<file path="config.mk">
export PLATFORM = sky130hd
export DESIGN_NAME = ipv4_chksum_ctrl
export DESIGN_NICKNAME = d
export VERILOG_FILES = /design/src/rtl/ipv4_chksum_pkg.sv /design/src/rtl/ipv4_chksum_ctrl_fold.sv /design/src/rtl/ipv4_chksum_ctrl.sv
export SDC_FILE = /design/constraint.sdc
export NUM_CORES = 1
export LEC_CHECK = 0
export CAP_MARGIN = 10
export CORE_MARGIN = 3
export CORE_UTILIZATION = 60
export CTS_BUF_LIST = sky130_fd_sc_hd__clkbuf_8
export CTS_CLUSTER_DIAMETER = 60
export DETAILED_ROUTE_END_ITERATION = 12
export DONT_BUFFER_PORTS = 1
export GPL_TIMING_DRIVEN = 0
export PLACE_DENSITY = 0.76
export SYNTH_ARGS = -nofsm -noshare
export SYNTH_HDL_FRONTEND = slang
export SYNTH_HIERARCHICAL = 1
export SYNTH_SLANG_ARGS = --single-unit
</file>
<file path="constraint.sdc">
create_clock -name clk -period 3.45 [get_ports clk]
set_input_delay 0.5175 -clock clk [delete_from_list [all_inputs] [get_ports clk]]
set_output_delay 0.5175 -clock clk [all_outputs]
set_load 0.05 [all_outputs]
</file>
<file path="src/rtl/ipv4_chksum_pkg.sv">
// ipv4_chksum_pkg: shared types and field positions for the
// IPv4 header checksum controller and its fold helper.
package ipv4_chksum_pkg;

  typedef enum logic [1:0] {
    IDLE = 2'd0,
    ACC  = 2'd1,
    FOLD = 2'd2,
    DONE = 2'd3
  } state_t;

  localparam int unsigned IHL_LSB      = 24;
  localparam int unsigned IHL_W        = 4;
  localparam int unsigned VER_LSB      = 28;
  localparam int unsigned VER_W        = 4;
  localparam int unsigned IPV4_VERSION = 4;

  // 15 words x 2 halves x 16'hFFFF stays below 2^21
  localparam int unsigned ACC_W        = 21;

endpackage

</file>
<file path="src/rtl/ipv4_chksum_ctrl_fold.sv">
// ones_fold16: combinational end-around-carry fold of a 21-bit
// ones'-complement partial sum. Ports: a (ACC_W) in, y (16) out.
module ones_fold16
  import ipv4_chksum_pkg::*;
(
  input  logic [ACC_W-1:0] a,
  output logic [15:0]      y
);

  logic [16:0] s1;
  logic [15:0] s2;

  // s1 <= 16'hFFFF + 5'h1F, so the second
  // fold can never carry out again
  assign s1 = {1'b0, a[15:0]}
            + 17'(a[ACC_W-1:16]);
  assign s2 = s1[15:0] + 16'(s1[16]);
  assign y  = s2;

endmodule

</file>
<file path="src/rtl/ipv4_chksum_ctrl.sv">
// ipv4_chksum_ctrl: streams IPv4 header words over s_valid/s_ready,
// sizes the header from IHL, sums it and returns the checksum over
// cks_valid/cks_ready with cks_value, cks_err and, when the macro
// CHKSUM_VERIFY_EN is defined, cks_ok (received checksum correct).
// Ports: clk, rst_n (async low), s_valid/s_ready/s_data[31:0],
// cks_valid/cks_ready/cks_value[15:0]/cks_err[/cks_ok].
module ipv4_chksum_ctrl #(
  parameter int unsigned MIN_IHL = 5
) (
  input  logic        clk,
  input  logic        rst_n,
  input  logic        s_valid,
  output logic        s_ready,
  input  logic [31:0] s_data,
  output logic        cks_valid,
  input  logic        cks_ready,
  output logic [15:0] cks_value,
`ifdef CHKSUM_VERIFY_EN
  output logic        cks_err,
  output logic        cks_ok
`else
  output logic        cks_err
`endif
);

  import ipv4_chksum_pkg::*;

  localparam logic [IHL_W-1:0] MIN_V =
    IHL_W'(MIN_IHL);
  localparam logic [VER_W-1:0] VER_V =
    VER_W'(IPV4_VERSION);

  state_t           state;
  state_t           state_nxt;
  logic [ACC_W-1:0] acc;
  logic [IHL_W-1:0] words_left;
  logic             err_q;

  logic [IHL_W-1:0] ihl;
  logic [VER_W-1:0] ver;
  logic             ihl_short;
  logic [IHL_W-1:0] ihl_eff;
  logic [16:0]      half_sum;
  logic [15:0]      fold_sum;

  assign ihl       = s_data[IHL_LSB +: IHL_W];
  assign ver       = s_data[VER_LSB +: VER_W];
  assign ihl_short = ihl < MIN_V;
  assign ihl_eff   = ihl_short ? MIN_V : ihl;
  assign half_sum  = {1'b0, s_data[31:16]}
                   + {1'b0, s_data[15:0]};

  ones_fold16 u_fold (
    .a (acc),
    .y (fold_sum)
  );

  always_ff @(posedge clk or negedge rst_n) begin
    if (!rst_n) begin
      state <= IDLE;
    end else begin
      state <= state_nxt;
    end
  end

  always_comb begin
    state_nxt = state;
    s_ready   = 1'b0;
    cks_valid = 1'b0;
    unique case (state)
      IDLE: begin
        s_ready = 1'b1;
        if (s_valid) state_nxt = ACC;
      end
      ACC: begin
        s_ready = 1'b1;
        if (s_valid && words_left == 4'd1)
          state_nxt = FOLD;
      end
      FOLD: state_nxt = DONE;
      DONE: begin
        cks_valid = 1'b1;
        if (cks_ready) state_nxt = IDLE;
      end
      default: state_nxt = IDLE;
    endcase
  end

  always_ff @(posedge clk or negedge rst_n) begin
    if (!rst_n) begin
      acc        <= '0;
      words_left <= '0;
      err_q      <= 1'b0;
      cks_value  <= 16'h0000;
      cks_err    <= 1'b0;
    end else begin
      unique case (state)
        IDLE: if (s_valid) begin
          acc        <= ACC_W'(half_sum);
          words_left <= ihl_eff - 4'd1;
          err_q      <= ihl_short | (ver != VER_V);
        end
        ACC: if (s_valid) begin
          acc        <= acc + ACC_W'(half_sum);
          words_left <= words_left - 4'd1;
        end
        FOLD: begin
          cks_value <= ~fold_sum;
          cks_err   <= err_q;
        end
        default: ;
      endcase
    end
  end

`ifdef CHKSUM_VERIFY_EN
  always_ff @(posedge clk or negedge rst_n) begin
    if (!rst_n) begin
      cks_ok <= 1'b0;
    end else if (state == FOLD) begin
      cks_ok <= fold_sum == 16'hFFFF;
    end
  end
`endif

endmodule

</file>
## Yosys cells after proc, flatten, opt, wreduce, memory -nomap -nowiden

Cells that the tools add are included.

- Flip-flop bits (word level): 45
- Logic and storage cells: 44
- Output and inout bits: 19
- Input bits: 36

- Reductions and logical operators: 7
- Magnitude comparators: 1
- Equal/unequal tests: 9
- Bitwise gates (word level): 2
- Add/subtract/negate cells: 6
- Mux-type cells: 13

Operator list:

| cell | count |
|---|---|
| 2-to-1 mux 21 bit | 2 |
| case mux 21 bit (2 select lines) | 1 |
| adder 21 x 17 -> 21 bit | 1 |
| adder 16 x 16 -> 17 bit | 1 |
| adder 16 x 5 -> 17 bit | 1 |
| adder 16 x 1 -> 16 bit | 1 |
| inverter 16 bit | 1 |
| 2-to-1 mux 4 bit | 3 |
| inequality test 2 bit, second input constant | 4 |
| case mux 2 bit (4 select lines) | 1 |
| case mux 4 bit (2 select lines) | 1 |
| subtractor 4 x 1 -> 4 bit, second input constant | 2 |
| 2-to-1 mux 2 bit | 3 |
| AND reduction 3 bit | 2 |
| equality test 2 bit, second input constant | 2 |
| equality test 4 x 1 -> 1 bit, second input constant | 1 |
| < comparator 4 x 3 -> 1 bit, second input constant | 1 |
| inequality test 4 x 3 -> 1 bit, second input constant | 1 |
| equality test 2 x 1 -> 1 bit, second input constant | 1 |
| zero test 2 bit | 1 |
| 2-to-1 mux 1 bit | 2 |
| AND reduction 2 bit | 1 |
| nonzero test 2 bit | 1 |
| OR reduction 2 bit | 1 |
| other kinds (2) | 2 |

## Longest topological paths before layout

Gate-level depths: netlist of the first run.

- Depth after elaboration: 5
- Depth in mapped cells: 18

## Hierarchy

Netlist of the first run, hierarchy kept.

Modules (own cells, without submodules):

| module | cells each | times used | area an instance (um^2) |
|---|---|---|---|
| ipv4_chksum_ctrl | 425 | 1 | 3756.1 |
| ones_fold16 | 126 | 1 | 972.2 |

## Worst setup path before layout of the first run

No wires, ideal clock.

- Kind: input port to flip-flop
- From: input s_data[0]
- To: register acc[18]
- Setup time: 0.078 ns
- Setup slack: -0.250 ns
- Data arrival time: 3.623 ns
- Stages on the path: 17
- Path through: ha_1 inv_1 fa_1 nor2b_1 o211ai_1 a31oi_1 nor2_1 o21ai_0 xnor2_1 inv_1 ha_1 nand2_1 or4_4 nand3_2 a21oi_2 or3_1 a21oi_1

- Word-level cells in the longest chain between the ends: 4

Ends and longest elaborated chain:

| what | line | text |
|---|---|---|
| from (decl) | ipv4_chksum_ctrl.sv:14 | `input logic [31:0] s_data,` |
| adder 16 x 16 -> 17 bit | ipv4_chksum_ctrl.sv:51 | `+ {1'b0, s_data[15:0]};` |
| adder 21 x 17 -> 21 bit | ipv4_chksum_ctrl.sv:104 | `acc <= acc + ACC_W'(half_sum);` |
| 2-to-1 mux 21 bit | ipv4_chksum_ctrl.sv:103 | `ACC: if (s_valid) begin` |
| case mux 21 bit (2 select lines) | ipv4_chksum_ctrl.sv:97 | `unique case (state)` |
| to (signal assigned) | ipv4_chksum_ctrl.sv:99 | `acc <= ACC_W'(half_sum);` |
| to (signal assigned) | ipv4_chksum_ctrl.sv:104 |  |
| to (decl) | ipv4_chksum_ctrl.sv:35 | `logic [ACC_W-1:0] acc;` |

No other way between the ends. The select of a mux whose other input is x is not followed.
A chain may end at the register's enable or synchronous reset.

## Worst setup path in the final report of the first run

- From: input s_data[2]
- To: register acc[18]

Same word-level chain as after synthesis.

==> results.json, run 1 <==
{
  "diodes": 0,
  "io_pins": 55,
  "syn2layout_area_growth_pct": 10.5,
  "drive_gt1_share_pct": 15.1,
  "fin_crit_ns": 3.42,
  "fin_nets": 660,
  "cap_violations": 0,
  "portBuffers": 0,
  "grt_pass1_wl_mm": 18.4,
  "design.die.area_um2": 8980,
  "first_pass_iters": 4,
  "wirelength_mm": 11.5,
  "drt_iter0_drc": 201,
  "syn-instance-count": 551,
  "p_leak_nw": 2.27,
  "drv_slew": 0,
  "ys_seq_area_share_pct": 23.8,
  "pwr-share-clk_pct": 7.3,
  "gp_congestion": 0.897,
  "crit_arrival_ns": 3.65,
  "cp_max_fo": 4,
  "power.total_mw": 4.85,
  "fin_cells": 670,
  "tritoncts": "yes",
  "dieHeight_um": 94.8,
  "htreeDepth": 2,
  "period_share_pct": 99.2,
  "cp.required_ns": 3.68,
  "dp_cells": 650,
  "numCtsBuffers": 5,
  "ir_drop_uv": 351,
  "vias": 4188,
  "grt_max_degree": 46,
  "row_count": 31,
  "pwr-share-seq_pct": 29.1,
  "die_w_um": 94.8,
  "netlist-cell-type-count": 80,
  "slew_headroom_pct": 50.6,
  "utilization_pct": 70.1,
  "critPathCaptureType": "flip-flop",
  "status": "finished, final reports clean",
  "p_int_mw": 2.28,
  "grt_pass1_vias": 4006,
  "fin_ws_ns": 0.0291,
  "worst_pin_slew_ns": 0.734,
  "setup_viol": 0,
  "ys_warn_count": 6,
  "core_um2": 7450,
  "power.switching_mw": 2.57,
  "overflow": 0,
  "wl_per_cell_um": 17.2,
  "hold_class": "in -> async",
  "power_density_nw_per_um2": 929,
  "viasPerCell": 6.25,
  "clk_path_buf_depth": 2,
  "root_buffer": "clkbuf_8",
  "postRouteAntennaNets": 0,
  "syn_nets": 641,
  "clock_sinks": 45,
  "power.combinational.fraction_pct": 63.6,
  "postSynthAreaPerCell_um2": 8.58,
  "ys.flop_type": "dfrtp_1",
  "rsz0062_at_grt": "yes",
  "hold_viol": 0,
  "placedInstanceArea_um2": 4870,
  "layout_commonest_cell": "ha_1",
  "synth-edff-count": 0,
  "initial_core_util_pct": 63.5,
  "postSynthRegisterBits": 45,
  "drc": 0,
  "hpwlAfterDp_mm": 8.91,
  "max_freq_mhz": 292,
  "swShare_pct": 52.9,
  "track_usage_pct": 26.0,
  "fillCellCount": 606,
  "stdcell_area_um2": 5220,
  "place_worst_setup_slack_ns": -0.610,
  "clk_pin_slew_worst_paths_ns": 0.09,
  "syn_area_um2": 4730,
  "worst-setup-path-type": "in -> reg",
  "antenna_found_initial": 0,
  "worstSkewPairLatency_ns": 0.30,
  "cp-start-kind": "primary input",
  "skew_ns": 0.00734,
  "final_cell_mix": "ha_1 (47), dfrtp_1 (45), nand2_1 (40)",
  "async_flop_share_pct": 100
}
## stage by stage
stage	TNS, ns	hold WS (ns)
after detailed placement	-4.90	0.223
after global routing	-0.533	0.0499
after global placement	-4.23	0.223
after floorplan	-0.189	0.222
after CTS	-0.0598	0.0547
final	0	0.0524
## power groups by stage
| stage | clock [mW] | sequential, mW | combinational, mW |
|---|---|---|---|
| 6_report | 0.356 | 1.41 | 3.09 |
| 5_1_grt | 0.393 | 1.45 | 3.43 |
| 4_1_cts | 0.365 | 1.40 | 2.99 |
| 3_5_place_dp | 0 | 1.41 | 2.89 |
| 3_3_place_gp | 0 | 1.40 | 2.82 |
| 2_1_floorplan | 0 | 1.31 | 2.41 |
## routing by layer
layer	vias to the layer above	share of wire (%)	global-route usage, %
met5	-	0	0
met1	1991	44	31.0
met4	0	2.4	7.69
li1	2074	-	-
met2	104	50	47.9
met3	19	4.0	3.67
## flip-flops by register name, indices dropped and copies added (netlist names)
| name | count |
|---|---|
| cks_value | 16 |
| cks_err | 1 |
| words_left | 4 |
| acc | 21 |
| err_q | 1 |
| state | 2 |
## cell families (layout without fill, tap and decap cells)
group,after synthesis,count (layout),synth area share (%)
flip-flops,45,45,23.8
AND/OR/NAND/NOR,163,163,17.9
multiplexers,22,22,4.68
adder cells (fa/ha/maj),54,54,14.8
buffers and inverters,48,68,4.37
AO/OA/AOI/OAI,171,171,25.4
XOR/XNOR,48,48,9.05
## worst paths after layout
path	start	end	slack, ns	depth (start not counted)
setup / recovery	s_data[2]	acc[18]	0.03	16
hold / removal	rst_n	err_q	0.05	1
setup reg to reg	acc[0]	cks_value[8]	0.15	12
hold reg to reg	acc[20]	acc[20]	0.57	2
max in group asynchronous	rst_n	acc[12]	3.19	1
min in group clk	s_data[31]	err_q	0.52	2
## repair_timing
action                                  in CTS  in global routing
setup buffers                                8                  4
endpoints found under the setup margin      12                 14
hold buffers                                 1                  0
resized for setup                           16                 16
pin swaps                                    8                  5
endpoints found under the hold margin       45                  0
## synth_stat cells, drive strengths merged (3+ instances only)
cell | n | share of area (%)
nand4 | 7 | 0.93
mux2i | 21 | 4.4
xnor2 | 34 | 6.5
a221o | 3 | 0.64
and3 | 5 | 0.69
buf | 3 | 0.64
nor2b | 4 | 0.53
o21bai | 4 | 0.64
xor2 | 14 | 2.6
nand4b | 3 | 0.56
nand2b | 10 | 1.3
o21ai | 38 | 4.0
o221a | 5 | 1.2
nor4 | 5 | 0.79
nor2 | 39 | 3.2
inv | 34 | 2.7
o21a | 6 | 1.1
clkbuf | 10 | 0.79
a21o | 15 | 2.4
nand3b | 3 | 0.48
o211a | 5 | 1.1
or2 | 5 | 0.66
fa | 3 | 1.3
nor3 | 4 | 0.42
a21oi | 42 | 4.6
dfrtp | 45 | 24
nand2 | 41 | 3.3
a211oi | 8 | 1.6
o31ai | 4 | 0.64
or3 | 3 | 0.40
o22ai | 3 | 0.40
a31oi | 8 | 1.1
o311ai | 4 | 0.74
ha | 51 | 13
nand3 | 19 | 2.1
or4 | 3 | 0.56
o211ai | 8 | 1.6
and2 | 5 | 0.69
## area by class of cell
| type | instances | area (µm²) | area share (%) |
|---|---|---|---|
| multi-input cells | 458 | 3560 | 68.2 |
| clock inverters | 2 | 13.8 | 0.264 |
| flip-flops and latches | 45 | 1130 | 21.6 |
| clock buffers | 6 | 82.6 | 1.58 |
| plain buffers | 13 | 67.6 | 1.29 |
| well taps | 99 | 124 | 2.37 |
| repair buffers | 13 | 118 | 2.25 |
| inverters | 34 | 128 | 2.44 |
## critical path, stage by stage
cell	delay, ns
ha_1	0.33
nor2b_2	0.19
o211ai_1	0.26
a31oi_2	0.15
nor2_2	0.18
o21bai_1	0.10
xor2_1	0.19
buf_4	0.17
ha_4	0.27
o21a_1	0.12
nor2_2	0.05
or4_4	0.50
nand3_4	0.12
a21oi_4	0.07
or3_1	0.31
a21oi_1	0.12
(Power assumes the default switching activity.)
==> run 2: changes to the inputs <==
Settings changed: CORE_UTILIZATION 60 to 35, PLACE_DENSITY 0.76 to not set, REMOVE_ABC_BUFFERS set to 1.
==> results.json, run 2 (synthesized netlist as in run 1, its figures left out) <==
{
  "status": "finished, violations left",
  "violations": "negative setup slack",
  "viasPerCell": 5.78,
  "dr_wl_met2_mm": 5.85,
  "slew_headroom_pct": 32.5,
  "cp.required_ns": 3.69,
  "grt_max_degree": 46,
  "critical-path-max-stage-delay_ns": 0.50,
  "diodes": 0,
  "wirelength_mm": 12.6,
  "cp_max_fo": 4,
  "power.combinational.fraction_pct": 62.6,
  "clk_pin_slew_worst_paths_ns": 0.09,
  "root_buffer": "clkbuf_8",
  "rsz0062_at_grt": "yes",
  "swShare_pct": 53.1,
  "clk_path_buf_depth": 2,
  "clock_sinks": 45,
  "critPathCaptureType": "flip-flop",
  "portBuffers": 0,
  "hold_class": "in -> async",
  "stdcell_area_um2": 5350,
  "hold_viol": 0,
  "final_cell_mix": "dfrtp_1 (45), ha_1 (41), nand2_1 (39)",
  "ir_drop_uv": 242,
  "die_w_um": 122,
  "fin_crit_ns": 3.47,
  "syn2layout_area_growth_pct": 13.1,
  "r2r-end": "cks_value[12]",
  "cap_violations": 0,
  "ff2ff_setup_slack_ns": 0.24,
  "setup_viol": 2,
  "tritoncts": "yes",
  "drv_slew": 0,
  "fin_ws_ns": -0.0155,
  "grt_pass1_wl_mm": 20.2,
  "power.switching_mw": 2.63,
  "hold_slack_ns": 0.0556,
  "skew_ns": 0.00813,
  "cp_common_cell": "ha_4",
  "numCtsBuffers": 5,
  "dieHeight_um": 122,
  "grt_pass1_vias": 4194,
  "row_count": 41,
  "htreeDepth": 2,
  "wl_met3_um": 524,
  "fillCellCount": 1303,
  "worst_pin_slew_ns": 1.01,
  "postRouteAntennaNets": 0,
  "drc": 0,
  "crit_chain": "ha_4 > inv_2 > fa_2 > nor2b_2 > o211ai_1 > a31oi_2 > nor2_4 > o21bai_1 > xor2_1 > buf_4 > ha_4 > o21a_1 > nor2_2 > or4_4 > nand3_4 > a21oi_4 > or3_4 > a21oi_2",
  "p_leak_nw": 2.25,
  "fin_nets": 647,
  "gp_congestion": 0.893,
  "io_pins": 55,
  "drt_iter0_drc": 260,
  "regMostFlops": "acc",
  "power_density_nw_per_um2": 925,
  "largest_reg_flops": 21,
  "cp-start-kind": "primary input",
  "cp_slowest_cell": "or4_4",
  "worst-setup-path-type": "in -> reg",
  "first_pass_iters": 5,
  "reg.largest.list": "acc x21, cks_value x16, words_left x4",
  "drive_gt1_share_pct": 17.2,
  "pwr-share-seq_pct": 29.7,
  "antenna_found_initial": 0,
  "max_freq_mhz": 289,
  "initial_core_util_pct": 36.6,
  "r2r-start": "acc[0]",
  "hpwlAfterDp_mm": 9.31,
  "worstSkewPairLatency_ns": 0.30,
  "period_share_pct": 100,
  "overflow": 0,
  "p_int_mw": 2.32,
  "core_um2": 12900,
  "crit_arrival_ns": 3.70,
  "wl_per_cell_um": 17.2,
  "layout_commonest_cell": "dfrtp_1",
  "track_usage_pct": 16.6,
  "vias": 4216,
  "cp-startpoint": "s_data[0]",
  "pwr-share-clk_pct": 7.8,
  "highest_layer": "met4",
  "worstRegToRegCells": 12,
  "placedInstanceArea_um2": 4860,
  "place_worst_setup_slack_ns": -0.798,
  "design.die.area_um2": 14900,
  "met1_length_mm": 6.05
}
-- run 2: cell types whose count changed in the layout (fill, tap and decap cells not counted), sizes merged --
cell / previous run / this run
clkinv: 2 / 1
buf: 16 / 13
clkbuf: 16 / 7
-- run 2: area by class of cell --
type | count | area, µm² | share of cell area [%]
Clock inverter | 1 | 5.00 | 0.0936
Multi-Input combinational cell | 458 | 3660 | 68.4
Tap cell | 172 | 215 | 4.03
Clock buffer | 7 | 96.3 | 1.80
Timing Repair Buffer | 13 | 118 | 2.20
Inverter | 34 | 128 | 2.39
Sequential cell | 45 | 1130 | 21.1
-- run 2: worst max-delay path by stage --
stage,end,slack (ns)
floorplan,acc[18],-0.25
global placement,acc[19],-0.80
detailed placement,acc[18],-0.80
CTS,acc[18],-0.03
global route,acc[18],-0.12
finish,acc[18],-0.02
-- run 2: stage by stage --
step / util [%] / std cells / TNS (ns) / power (mW)
after floorplan: - / 537 / -0.884 / 3.65
after global placement: 37.6 / 709 / -6.42 / 4.19
after detailed placement: 37.6 / 709 / -6.63 / 4.27
after CTS: 39.8 / 726 / -0.0767 / 4.78
after global routing: 41.4 / 730 / -0.340 / 5.38
final: 41.4 / 730 / -0.0254 / 4.94
-- run 2: critical path, delay by kind of cell --
kind / cells / cell delay [ns]
AOI/OAI and AO/OA: 6 / 0.91
xor gates and xnor gates: 1 / 0.13
and+or+nand+nor: 6 / 1.20
adders and majority gates: 3 / 0.73
buffers and inverters: 2 / 0.21
-- run 2: timing repair --
| item | in CTS | in global routing |
|---|---|---|
| pin swaps | 12 | 12 |
| endpoints found under the hold margin | 45 | 0 |
| hold buffers | 1 | 0 |
| setup buffers | 8 | 5 |
| setup endpoints to repair | 13 | 16 |
| gates resized for setup | 20 | 36 |
-- run 2: metal layers --
layer  vias to the layer above  track usage [%]
li1                       2038                -
met1                      2033             22.6
met2                       135             26.9
met3                        10             3.13
met4                         0             4.83
met5                         -                0
-- run 2: power by group through the flow --
| stage | clock network (mW) | logic [mW] | registers, mW |
|---|---|---|---|
| 6_report | 0.384 | 3.09 | 1.47 |
| 5_1_grt | 0.417 | 3.45 | 1.51 |
| 4_1_cts | 0.398 | 2.92 | 1.46 |
| 3_5_place_dp | 0 | 2.81 | 1.46 |
| 3_3_place_gp | 0 | 2.74 | 1.45 |
| 2_1_floorplan | 0 | 2.32 | 1.33 |
